<file path="config.mk">
export PLATFORM = sky130hd
export DESIGN_NAME = mem_req_gen_flat
export DESIGN_NICKNAME = d
export VERILOG_FILES = /design/src/rtl/mem_req_pkg.sv /design/src/rtl/mem_req_gen_if.sv /design/src/rtl/mem_req_fifo.sv /design/src/rtl/mem_req_gen.sv /design/src/flat_wrapper.sv
export SDC_FILE = /design/constraint.sdc
export NUM_CORES = 1
export LEC_CHECK = 0
export BUFFER_PORTS_ARGS = -buffer_cell sky130_fd_sc_hd__buf_4
export CORE_MARGIN = 10
export CORE_UTILIZATION = 30
export CTS_CLUSTER_DIAMETER = 50
export CTS_CLUSTER_SIZE = 24
export DETAILED_ROUTE_END_ITERATION = 8
export PLACE_DENSITY = 0.44
export SLEW_MARGIN = 20
export SYNTH_ARGS = -nofsm -noshare
export SYNTH_HDL_FRONTEND = slang
export SYNTH_SLANG_ARGS = --single-unit
</file>
<file path="constraint.sdc">
create_clock -name clock -period 8.2 [get_ports clock]
set_clock_uncertainty 0.05 [all_clocks]
set_input_delay 0.41 -clock clock [delete_from_list [all_inputs] [get_ports clock]]
set_output_delay 0.41 -clock clock [all_outputs]
set_load 0.005 [all_outputs]
</file>
<file path="src/rtl/mem_req_pkg.sv">
// Shared encodings for the memory request generator: targets, engine phases and
// per-channel beat counts.
package mem_req_pkg;

  localparam logic [1:0] TGT_SDRAM = 2'd0;
  localparam logic [1:0] TGT_FLASH = 2'd1;
  localparam logic [1:0] TGT_ROM   = 2'd2;
  localparam logic [1:0] TGT_ALL   = 2'd3;

  typedef enum logic [2:0] {
    PH_IDLE = 3'd0,
    PH_B0   = 3'd1,
    PH_B1   = 3'd2,
    PH_B2   = 3'd3,
    PH_B3   = 3'd4,
    PH_TERM = 3'd5,
    PH_GAP  = 3'd6
  } phase_e;

  localparam int unsigned SDRAM_BEATS = 3;
  localparam int unsigned FLASH_BEATS = 4;
  localparam int unsigned ROM_BEATS   = 4;

  // Beat phases are numbered from 1, so beat n-1 of an n-beat burst encodes as n.
  function automatic phase_e last_beat(input int unsigned beats);
    return phase_e'(3'(beats));
  endfunction

  function automatic phase_e next_ph(input phase_e ph);
    return phase_e'(ph + 3'd1);
  endfunction

endpackage

</file>
<file path="src/rtl/mem_req_gen_if.sv">
// Request handshake plus the three downstream beat channels of mem_req_gen.
interface mem_req_gen_if;
  logic       req_valid;
  logic       req_ready;
  logic [1:0] req_target;
  logic [3:0] req_data;
  logic       sdram_ready;
  logic       flash_ready;
  logic       rom_ready;
  logic       sdram_valid;
  logic [1:0] sdram_data_o;
  logic       flash_valid;
  logic [3:0] flash_data_o;
  logic       rom_valid;
  logic       rom_data_o;
  logic [2:0] busy;

  modport slave (
    input  req_valid, req_target, req_data, sdram_ready, flash_ready, rom_ready,
    output req_ready, sdram_valid, sdram_data_o, flash_valid, flash_data_o,
           rom_valid, rom_data_o, busy
  );

  modport master (
    output req_valid, req_target, req_data, sdram_ready, flash_ready, rom_ready,
    input  req_ready, sdram_valid, sdram_data_o, flash_valid, flash_data_o,
           rom_valid, rom_data_o, busy
  );
endinterface

</file>
<file path="src/rtl/mem_req_fifo.sv">
// Synchronous FIFO with a registered occupancy count; full/empty are compares on
// that count, so a pop never frees a slot for a push in the same cycle.
module mem_req_fifo #(
  parameter int unsigned DEPTH = 4,
  parameter int unsigned W     = 6
) (
  input  logic         clock,
  input  logic         reset,
  input  logic         i_push,
  input  logic [W-1:0] i_data,
  input  logic         i_pop,
  output logic         o_full,
  output logic         o_empty,
  output logic [W-1:0] o_head
);
  localparam int unsigned AW = $clog2(DEPTH);
  localparam logic [AW:0] FULL_CNT = (AW+1)'(DEPTH);

  logic [W-1:0]  r_mem [DEPTH];
  logic [AW-1:0] r_wr;
  logic [AW-1:0] r_rd;
  logic [AW:0]   r_count;
  logic          w_push;
  logic          w_pop;

  assign o_full  = (r_count == FULL_CNT);
  assign o_empty = (r_count == '0);
  assign o_head  = r_mem[r_rd];
  assign w_push  = i_push && !o_full;
  assign w_pop   = i_pop && !o_empty;

  // Storage array: contents need no reset, the pointers define validity.
  always_ff @(posedge clock) begin
    if (w_push) begin
      r_mem[r_wr] <= i_data;
    end
  end

  // Pointers and occupancy.
  always_ff @(posedge clock) begin
    if (reset) begin
      r_wr    <= '0;
      r_rd    <= '0;
      r_count <= '0;
    end else begin
      if (w_push) r_wr <= r_wr + AW'(1);
      if (w_pop)  r_rd <= r_rd + AW'(1);
      case ({w_push, w_pop})
        2'b10:   r_count <= r_count + (AW+1)'(1);
        2'b01:   r_count <= r_count - (AW+1)'(1);
        default: r_count <= r_count;
      endcase
    end
  end
endmodule

</file>
<file path="src/rtl/mem_req_gen.sv">
// Queues 4-bit requests and serialises them onto the SDRAM, flash and ROM beat
// channels with three concurrent engines. Define COV_MAP_EN for the phase-tuple coverage map.
module mem_req_gen
  import mem_req_pkg::*;
#(
  parameter int unsigned FIFO_DEPTH = 4,
  parameter int unsigned CNT_W      = 8
) (
  input  logic             clock,
  input  logic             reset,
  input  logic             meta_reset,
  mem_req_gen_if.slave     bus,
  output logic [CNT_W-1:0] done_count,
  output logic [8:0]       coverage
);
  logic       w_full, w_empty, w_pop;
  logic [5:0] w_head;
  logic [1:0] w_head_tgt;
  logic [3:0] w_head_data;
  logic [2:0] w_disp;
  logic [2:0] w_fin;

  phase_e     r_sd_ph, r_fl_ph, r_rom_ph;
  logic [1:0] r_sd_buf;
  logic [2:0] r_rom_buf;
  logic [CNT_W-1:0] r_done;

  mem_req_fifo #(.DEPTH(FIFO_DEPTH), .W(6)) u_fifo (
    .clock   (clock),
    .reset   (reset),
    .i_push  (bus.req_valid),
    .i_data  ({bus.req_target, bus.req_data}),
    .i_pop   (w_pop),
    .o_full  (w_full),
    .o_empty (w_empty),
    .o_head  (w_head)
  );

  assign bus.req_ready = !w_full;
  assign w_head_tgt    = w_head[5:4];
  assign w_head_data   = w_head[3:0];
  assign w_pop         = |w_disp;

  // In-order dispatch: the head launches only when every engine it needs is free.
  always_comb begin
    w_disp = 3'b000;
    if (!w_empty && !reset) begin
      case (w_head_tgt)
        TGT_SDRAM: w_disp[0] = (r_sd_ph == PH_IDLE) && bus.sdram_ready;
        TGT_FLASH: w_disp[1] = (r_fl_ph == PH_IDLE) && bus.flash_ready;
        TGT_ROM:   w_disp[2] = (r_rom_ph == PH_IDLE) && bus.rom_ready;
        TGT_ALL:   w_disp = ((r_sd_ph == PH_IDLE) && bus.sdram_ready &&
                             (r_fl_ph == PH_IDLE) && bus.flash_ready &&
                             (r_rom_ph == PH_IDLE) && bus.rom_ready) ? 3'b111 : 3'b000;
        default:   w_disp = 3'b000;
      endcase
    end else begin
      w_disp = 3'b000;
    end
  end

  assign bus.busy = {r_rom_ph != PH_IDLE, r_fl_ph != PH_IDLE, r_sd_ph != PH_IDLE} | w_disp;
  assign w_fin    = {r_rom_ph == PH_GAP, r_fl_ph == PH_GAP, r_sd_ph == PH_GAP};

  // SDRAM engine: two data beats, an empty third beat, then TERM and GAP.
  always_ff @(posedge clock) begin
    if (reset) begin
      r_sd_ph <= PH_IDLE; bus.sdram_valid <= 1'b0; bus.sdram_data_o <= 2'd0; r_sd_buf <= 2'd0;
    end else begin
      bus.sdram_data_o <= 2'd0;
      bus.sdram_valid  <= 1'b0;
      case (r_sd_ph)
        PH_IDLE: if (w_disp[0]) begin
          r_sd_ph <= PH_B0; bus.sdram_valid <= 1'b1;
          bus.sdram_data_o <= w_head_data[1:0]; r_sd_buf <= w_head_data[3:2];
        end
        PH_B0:   begin r_sd_ph <= PH_B1; bus.sdram_valid <= 1'b1; bus.sdram_data_o <= r_sd_buf; end
        PH_B1:   begin r_sd_ph <= last_beat(SDRAM_BEATS); bus.sdram_valid <= 1'b1; end
        PH_B2:   r_sd_ph <= PH_TERM;
        PH_TERM: r_sd_ph <= PH_GAP;
        PH_GAP:  r_sd_ph <= PH_IDLE;
        default: r_sd_ph <= PH_IDLE;
      endcase
    end
  end

  // Flash engine: the whole nibble on beat 0, then three empty valid beats and GAP.
  always_ff @(posedge clock) begin
    if (reset) begin
      r_fl_ph <= PH_IDLE; bus.flash_valid <= 1'b0; bus.flash_data_o <= 4'd0;
    end else begin
      bus.flash_data_o <= 4'd0;
      bus.flash_valid  <= 1'b0;
      case (r_fl_ph)
        PH_IDLE: if (w_disp[1]) begin
          r_fl_ph <= PH_B0; bus.flash_valid <= 1'b1; bus.flash_data_o <= w_head_data;
        end
        PH_B0, PH_B1, PH_B2, PH_B3: begin
          if (r_fl_ph == last_beat(FLASH_BEATS)) begin
            r_fl_ph <= PH_GAP;
          end else begin
            r_fl_ph <= next_ph(r_fl_ph); bus.flash_valid <= 1'b1;
          end
        end
        PH_GAP:  r_fl_ph <= PH_IDLE;
        default: r_fl_ph <= PH_IDLE;
      endcase
    end
  end

  // ROM engine: one payload bit per beat, LSB first, shifted out of a buffer.
  always_ff @(posedge clock) begin
    if (reset) begin
      r_rom_ph <= PH_IDLE; bus.rom_valid <= 1'b0; bus.rom_data_o <= 1'b0; r_rom_buf <= 3'd0;
    end else begin
      bus.rom_data_o <= 1'b0;
      bus.rom_valid  <= 1'b0;
      case (r_rom_ph)
        PH_IDLE: if (w_disp[2]) begin
          r_rom_ph <= PH_B0; bus.rom_valid <= 1'b1;
          bus.rom_data_o <= w_head_data[0]; r_rom_buf <= w_head_data[3:1];
        end
        PH_B0, PH_B1, PH_B2, PH_B3: begin
          if (r_rom_ph == last_beat(ROM_BEATS)) begin
            r_rom_ph <= PH_GAP;
          end else begin
            r_rom_ph <= next_ph(r_rom_ph); bus.rom_valid <= 1'b1;
            bus.rom_data_o <= r_rom_buf[0]; r_rom_buf <= {1'b0, r_rom_buf[2:1]};
          end
        end
        PH_GAP:  r_rom_ph <= PH_IDLE;
        default: r_rom_ph <= PH_IDLE;
      endcase
    end
  end

  // Completion counter: each engine leaving GAP adds one.
  always_ff @(posedge clock) begin
    if (reset) begin
      r_done <= '0;
    end else begin
      r_done <= r_done + CNT_W'(w_fin[0]) + CNT_W'(w_fin[1]) + CNT_W'(w_fin[2]);
    end
  end

  assign done_count = r_done;

`ifdef COV_MAP_EN
  logic [511:0] r_map;
  logic [8:0]   r_cov;
  logic [8:0]   w_idx;

  assign w_idx    = {r_fl_ph, r_sd_ph, r_rom_ph};
  assign coverage = r_cov;

  // Coverage survives the functional reset; only meta_reset clears it.
  always_ff @(posedge clock) begin
    if (meta_reset) begin
      r_map <= '0;
      r_cov <= 9'd0;
    end else if (!r_map[w_idx]) begin
      r_map[w_idx] <= 1'b1;
      r_cov        <= r_cov + 9'd1;
    end
  end
`else
  logic w_unused_meta;
  assign w_unused_meta = meta_reset;
  assign coverage      = 9'd0;
`endif

endmodule

</file>
<file path="src/flat_wrapper.sv">
// flat-port wrapper written by rule: the top's interface ports become plain ports
module mem_req_gen_flat import mem_req_pkg::*;
#(
  parameter int unsigned FIFO_DEPTH = 4,
  parameter int unsigned CNT_W      = 8
)
  (clock, reset, meta_reset, done_count, coverage, bus_req_valid, bus_req_target, bus_req_data, bus_sdram_ready, bus_flash_ready, bus_rom_ready, bus_req_ready, bus_sdram_valid, bus_sdram_data_o, bus_flash_valid, bus_flash_data_o, bus_rom_valid, bus_rom_data_o, bus_busy);
  mem_req_gen_if bus_i ();
  input  logic clock;
  input  logic reset;
  input  logic meta_reset;
  output logic [CNT_W-1:0] done_count;
  output logic [8:0] coverage;
  input wire logic [$bits(bus_i.req_valid)-1:0] bus_req_valid;
  input wire logic [$bits(bus_i.req_target)-1:0] bus_req_target;
  input wire logic [$bits(bus_i.req_data)-1:0] bus_req_data;
  input wire logic [$bits(bus_i.sdram_ready)-1:0] bus_sdram_ready;
  input wire logic [$bits(bus_i.flash_ready)-1:0] bus_flash_ready;
  input wire logic [$bits(bus_i.rom_ready)-1:0] bus_rom_ready;
  output wire logic [$bits(bus_i.req_ready)-1:0] bus_req_ready;
  output wire logic [$bits(bus_i.sdram_valid)-1:0] bus_sdram_valid;
  output wire logic [$bits(bus_i.sdram_data_o)-1:0] bus_sdram_data_o;
  output wire logic [$bits(bus_i.flash_valid)-1:0] bus_flash_valid;
  output wire logic [$bits(bus_i.flash_data_o)-1:0] bus_flash_data_o;
  output wire logic [$bits(bus_i.rom_valid)-1:0] bus_rom_valid;
  output wire logic [$bits(bus_i.rom_data_o)-1:0] bus_rom_data_o;
  output wire logic [$bits(bus_i.busy)-1:0] bus_busy;
  assign bus_i.req_valid = bus_req_valid;
  assign bus_i.req_target = bus_req_target;
  assign bus_i.req_data = bus_req_data;
  assign bus_i.sdram_ready = bus_sdram_ready;
  assign bus_i.flash_ready = bus_flash_ready;
  assign bus_i.rom_ready = bus_rom_ready;
  assign bus_req_ready = bus_i.req_ready;
  assign bus_sdram_valid = bus_i.sdram_valid;
  assign bus_sdram_data_o = bus_i.sdram_data_o;
  assign bus_flash_valid = bus_i.flash_valid;
  assign bus_flash_data_o = bus_i.flash_data_o;
  assign bus_rom_valid = bus_i.rom_valid;
  assign bus_rom_data_o = bus_i.rom_data_o;
  assign bus_busy = bus_i.busy;
  mem_req_gen #(.FIFO_DEPTH(FIFO_DEPTH), .CNT_W(CNT_W)) u_core (.clock(clock), .reset(reset), .meta_reset(meta_reset), .bus(bus_i), .done_count(done_count), .coverage(coverage));
endmodule
</file>
==> run_results.csv <==
group,metric,value,unit
outcome,status,"finished, final reports clean",
setup_path,critPathMaxStageDelay,0.61,ns
routing,drt_iter0_drc,139,
synth,yosys.area.top_type_share,26.3,%
global_route,grt_pass1_vias,2016,
placement,portBuffers,33,
timing,min_period,3.42,ns
timing,max_freq,0.293,GHz
synth,ys_seq_area_share,49.4,%
timing,maxSlewHeadroom,58.7,%
run,max-cap-violations,0,
layout,drive_gt1_share,21.7,%
synth,synth_xor_area_share,2.81,%
layout,n_antenna_cell,0,
timing,hold_slack,0.223,ns
clock_tree,post_cts_buffers,0,
timing,final_max_slew_viol_count,0,
power_and_ir_drop,p_per_area,217,nW/um^2
layout,postLayoutCellArea,3600,sq um
floorplanning,start_util,30.5,%
layout,syn_to_final_growth,15.5,%
power_and_ir_drop,p_seq_share,47.9,%
setup_path,r2r_end,"u_core.u_fifo.r_count[2]",
power_and_ir_drop,p_leak,1.46,nW
placement,dp_worst_setup_slack,4.76,ns
timing,rsz0062_at_grt,"false",
worst_hold_path,whs_path_depth,1,
clock_tree,clk_path_buf_depth,2,
power_and_ir_drop,clock_power_share,34.0,%
clock_tree,insertion_delay,0.34,ns
global_route,grt_max_degree,40,
synth,async_reset_ff_share,0,%
global_route,grt_usage,9.00,%
setup_path,crit_buf_inv,2,
power_and_ir_drop,p_sw,0.220,mW
routing,wl_per_cell,13.9,um
timing,setup_tns,0,ns
timing,hold_viol,0,
synth,ys.flop_type,"dfxtp_1",
setup_path,start_kind,"flop",
timing,worst_slew_pin_slew,0.618,ns
placement,dpl-instance-area,3410,sq um
floorplanning,io_pins,44,
layout,stdcell_count,449,
layout,ff_latch_area,1540,sq um
synth,synth.avg_cell_area,11.3,sq um
worst_hold_path,worstHoldStart,"bus_req_data[1]",
power_and_ir_drop,total_power,0.783,mW
setup_path,crit_type,"reg2reg",
global_route,antenna_found_initial,0,
worst_hold_path,worstHoldPathType,"in2reg",
placement,placed_cells,433,
layout,fin_nets,343,
synth,ys_seq_elements,65,
setup_path,worstPathCellList,"mux4_2, inv_1, ha_1, and2b_2, a32oi_2, nand2_1, ha_1, inv_1, fa_1, xor2_1, or3_1, a21oi_1",
clock_tree,path_clk_slew,0.08,ns
setup_path,cp_max_fo,6,
power_and_ir_drop,p_comb_share,18.2,%
clock_tree,cts-buffers-inserted,9,
synth,synth_top_family_by_area,"simple AND/OR/NAND/NOR gates",
synth,syn_area,3120,sq um
synth,synth-compound-area-share,7.18,%
synth,yosys-top-cells-area,"dfxtp_1 (26%), edfxtp_1 (23%), ha_1 (7.6%), mux4_2 (4.3%), nor2_1 (3.2%)",
global_route,overflow,0,
global_route,grt_pass1_wl,10.4,mm
setup_path,cp.depth,12,
clock_tree,cts_tree,"yes",
synth,synthMuxAreaShare,6.66,%
power_and_ir_drop,swShare,28.1,%
synth,yosysUniqueCellTypes,49,
synth,synth_cells,276,
routing,drcViolationCount,0,
timing,setup_slack,4.78,ns
placement,place_congestion,0.744,
routing,routed_via_density,4.49,
synth,yosys.area.top_type,"dfxtp_1",
timing,finalSetupViolCount,0,
synth,synth-simple-area-share,17.3,%
routing,vias,2015,
layout,multiInputGateArea,1390,sq um
floorplanning,dieArea,14900,sq um
clock_tree,clock_sinks,65,
synth,yosys.area_share.adder,9.54,%
setup_path,crit_slowest_cell,"mux4_2",
clock_tree,htree_levels,3,
placement,hpwl,4.54,mm
synth,ys_warn_count,0,
layout,final_core_util,35.2,%
timing,period_share,41.7,%
clock_tree,root_buffer,"clkbuf_8",
power_and_ir_drop,max-vdd-ir-drop,72.8,uV
floorplanning,std_cell_rows,37,
clock_tree,cts_resized,0,
setup_path,cp_top_family,"adder cells",
worst_hold_path,hold_path_end,"u_core.u_fifo.r_mem[1][1]",
layout,fillers,1038,
setup_path,rrSetupSlack,4.78,ns
routing,drt-total-wl,6.24,mm
power_and_ir_drop,intPower,0.563,mW
setup_path,crit_arrival,3.63,ns
floorplanning,core,10200,sq um
routing,firstDrtPassIters,4,
setup_path,reg2regPathDepth,12,
routing,ant_nets,0,
clock_tree,cts_hold_buf,0,
synth,synth_edf_count,24,
setup_path,crit_required,8.41,ns
floorplanning,die_h,122,um
floorplanning,die_w,122,um
setup_path,worst_setup_path_end_kind,"flop",
## worst max path at each step
stage	slack [ns]	to	from
6_report	4.78	u_core.u_fifo.r_count[2]	flop
5_1_grt	4.50	u_core.u_fifo.r_count[2]	flop
4_1_cts	4.74	u_core.u_fifo.r_count[2]	flop
3_5_place_dp	4.76	u_core.u_fifo.r_count[2]	flop
3_3_place_gp	4.78	u_core.u_fifo.r_count[2]	flop
2_1_floorplan	5.13	u_core.u_fifo.r_count[2]	flop
## logic make-up (layout without fill, tap and decap cells)
kind of cell / count (synthesis) / after routing
DFF: 65 / 65
and+or+nand+nor: 96 / 96
AOI/OAI and AO/OA: 33 / 33
other: 1 / 9
buffers and inverters: 36 / 65
xor gates and xnor gates: 10 / 10
muxes: 13 / 13
adders and majority gates: 22 / 22
## worst register-to-register path, delay by kind of cell (launching register included)
kind                       cells  cell delay (ns)
adders and majority gates      3             0.84
and+or+nand+nor                3             0.68
muxes                          1             0.61
DFF                            1             0.58
AOI/OAI and AO/OA              2             0.27
buffers and inverters          2             0.17
xor gates and xnor gates       1             0.16
## power groups by stage
stage	Combinational (mW)	Clock [mW]	Sequential, mW
after floorplan	0.110	0	0.376
final	0.142	0.266	0.375
after global routing	0.164	0.296	0.379
after global placement	0.143	0	0.382
after detailed placement	0.145	0	0.383
after CTS	0.145	0.280	0.376
## cell type report
| cell class | instances | share of cell area [%] |
|---|---|---|
| Inverter | 16 | 1.67 |
| Timing Repair Buffer | 33 | 6.87 |
| Sequential cell | 65 | 42.8 |
| Clock buffer | 9 | 3.44 |
| Tap cell | 136 | 4.72 |
| Clock inverter | 7 | 1.98 |
| Multi-Input combinational cell | 183 | 38.6 |
## synthesized netlist by cell type (4+ instances only)
| cell type | number |
|---|---|
| dfxtp_1 | 41 |
| xnor2_1 | 5 |
| edfxtp_1 | 24 |
| ha_1 | 19 |
| buf_4 | 10 |
| and2_1 | 6 |
| mux4_2 | 6 |
| inv_1 | 16 |
| mux2i_1 | 5 |
| xor2_1 | 5 |
| o21ai_0 | 6 |
| nand2_1 | 13 |
| and3_1 | 6 |
| a21oi_1 | 12 |
| nor3_1 | 9 |
| a22oi_1 | 4 |
| or3_1 | 5 |
| nor2_1 | 27 |
| nand3_1 | 8 |
| nor2b_1 | 5 |
## flip-flops by register name, summed over array words and instances (netlist names), 3 cells and up, named ones only
signal and cells:
u_core.bus.flash_data_o 4, u_core.done_count 8, u_core.r_fl_ph 3, u_core.r_rom_buf 3, u_core.r_rom_ph 3, u_core.r_sd_ph 3
u_core.u_fifo.r_count 3, u_core.u_fifo.r_mem 24
## per-layer routing
layer	GRT usage (%)	share of wire [%]	vias to the layer above
li1	-	-	1010
met3	3.84	6.9	9
met5	0	0	-
met1	11.4	47	948
met2	13.1	44	48
met4	3.80	1.5	0
## cell usage in the layout (no fill, tap or decap), types with 3 or more instances in the layout
cell	n
nand2_1	13
nor2_1	27
edfxtp_1	24
nor4_1	3
a22oi_1	4
and2_1	6
nor2b_1	5
conb_1	9
or3_1	5
nand3_1	8
buf_4	33
xnor2_1	5
inv_1	16
and3_1	6
o21ai_0	6
mux4_2	6
ha_1	19
mux2i_1	5
fa_1	3
dfxtp_1	41
a21oi_1	12
clkbuf_8	9
xor2_1	5
nor3_1	9
Power figures use the tool's default switching activity.
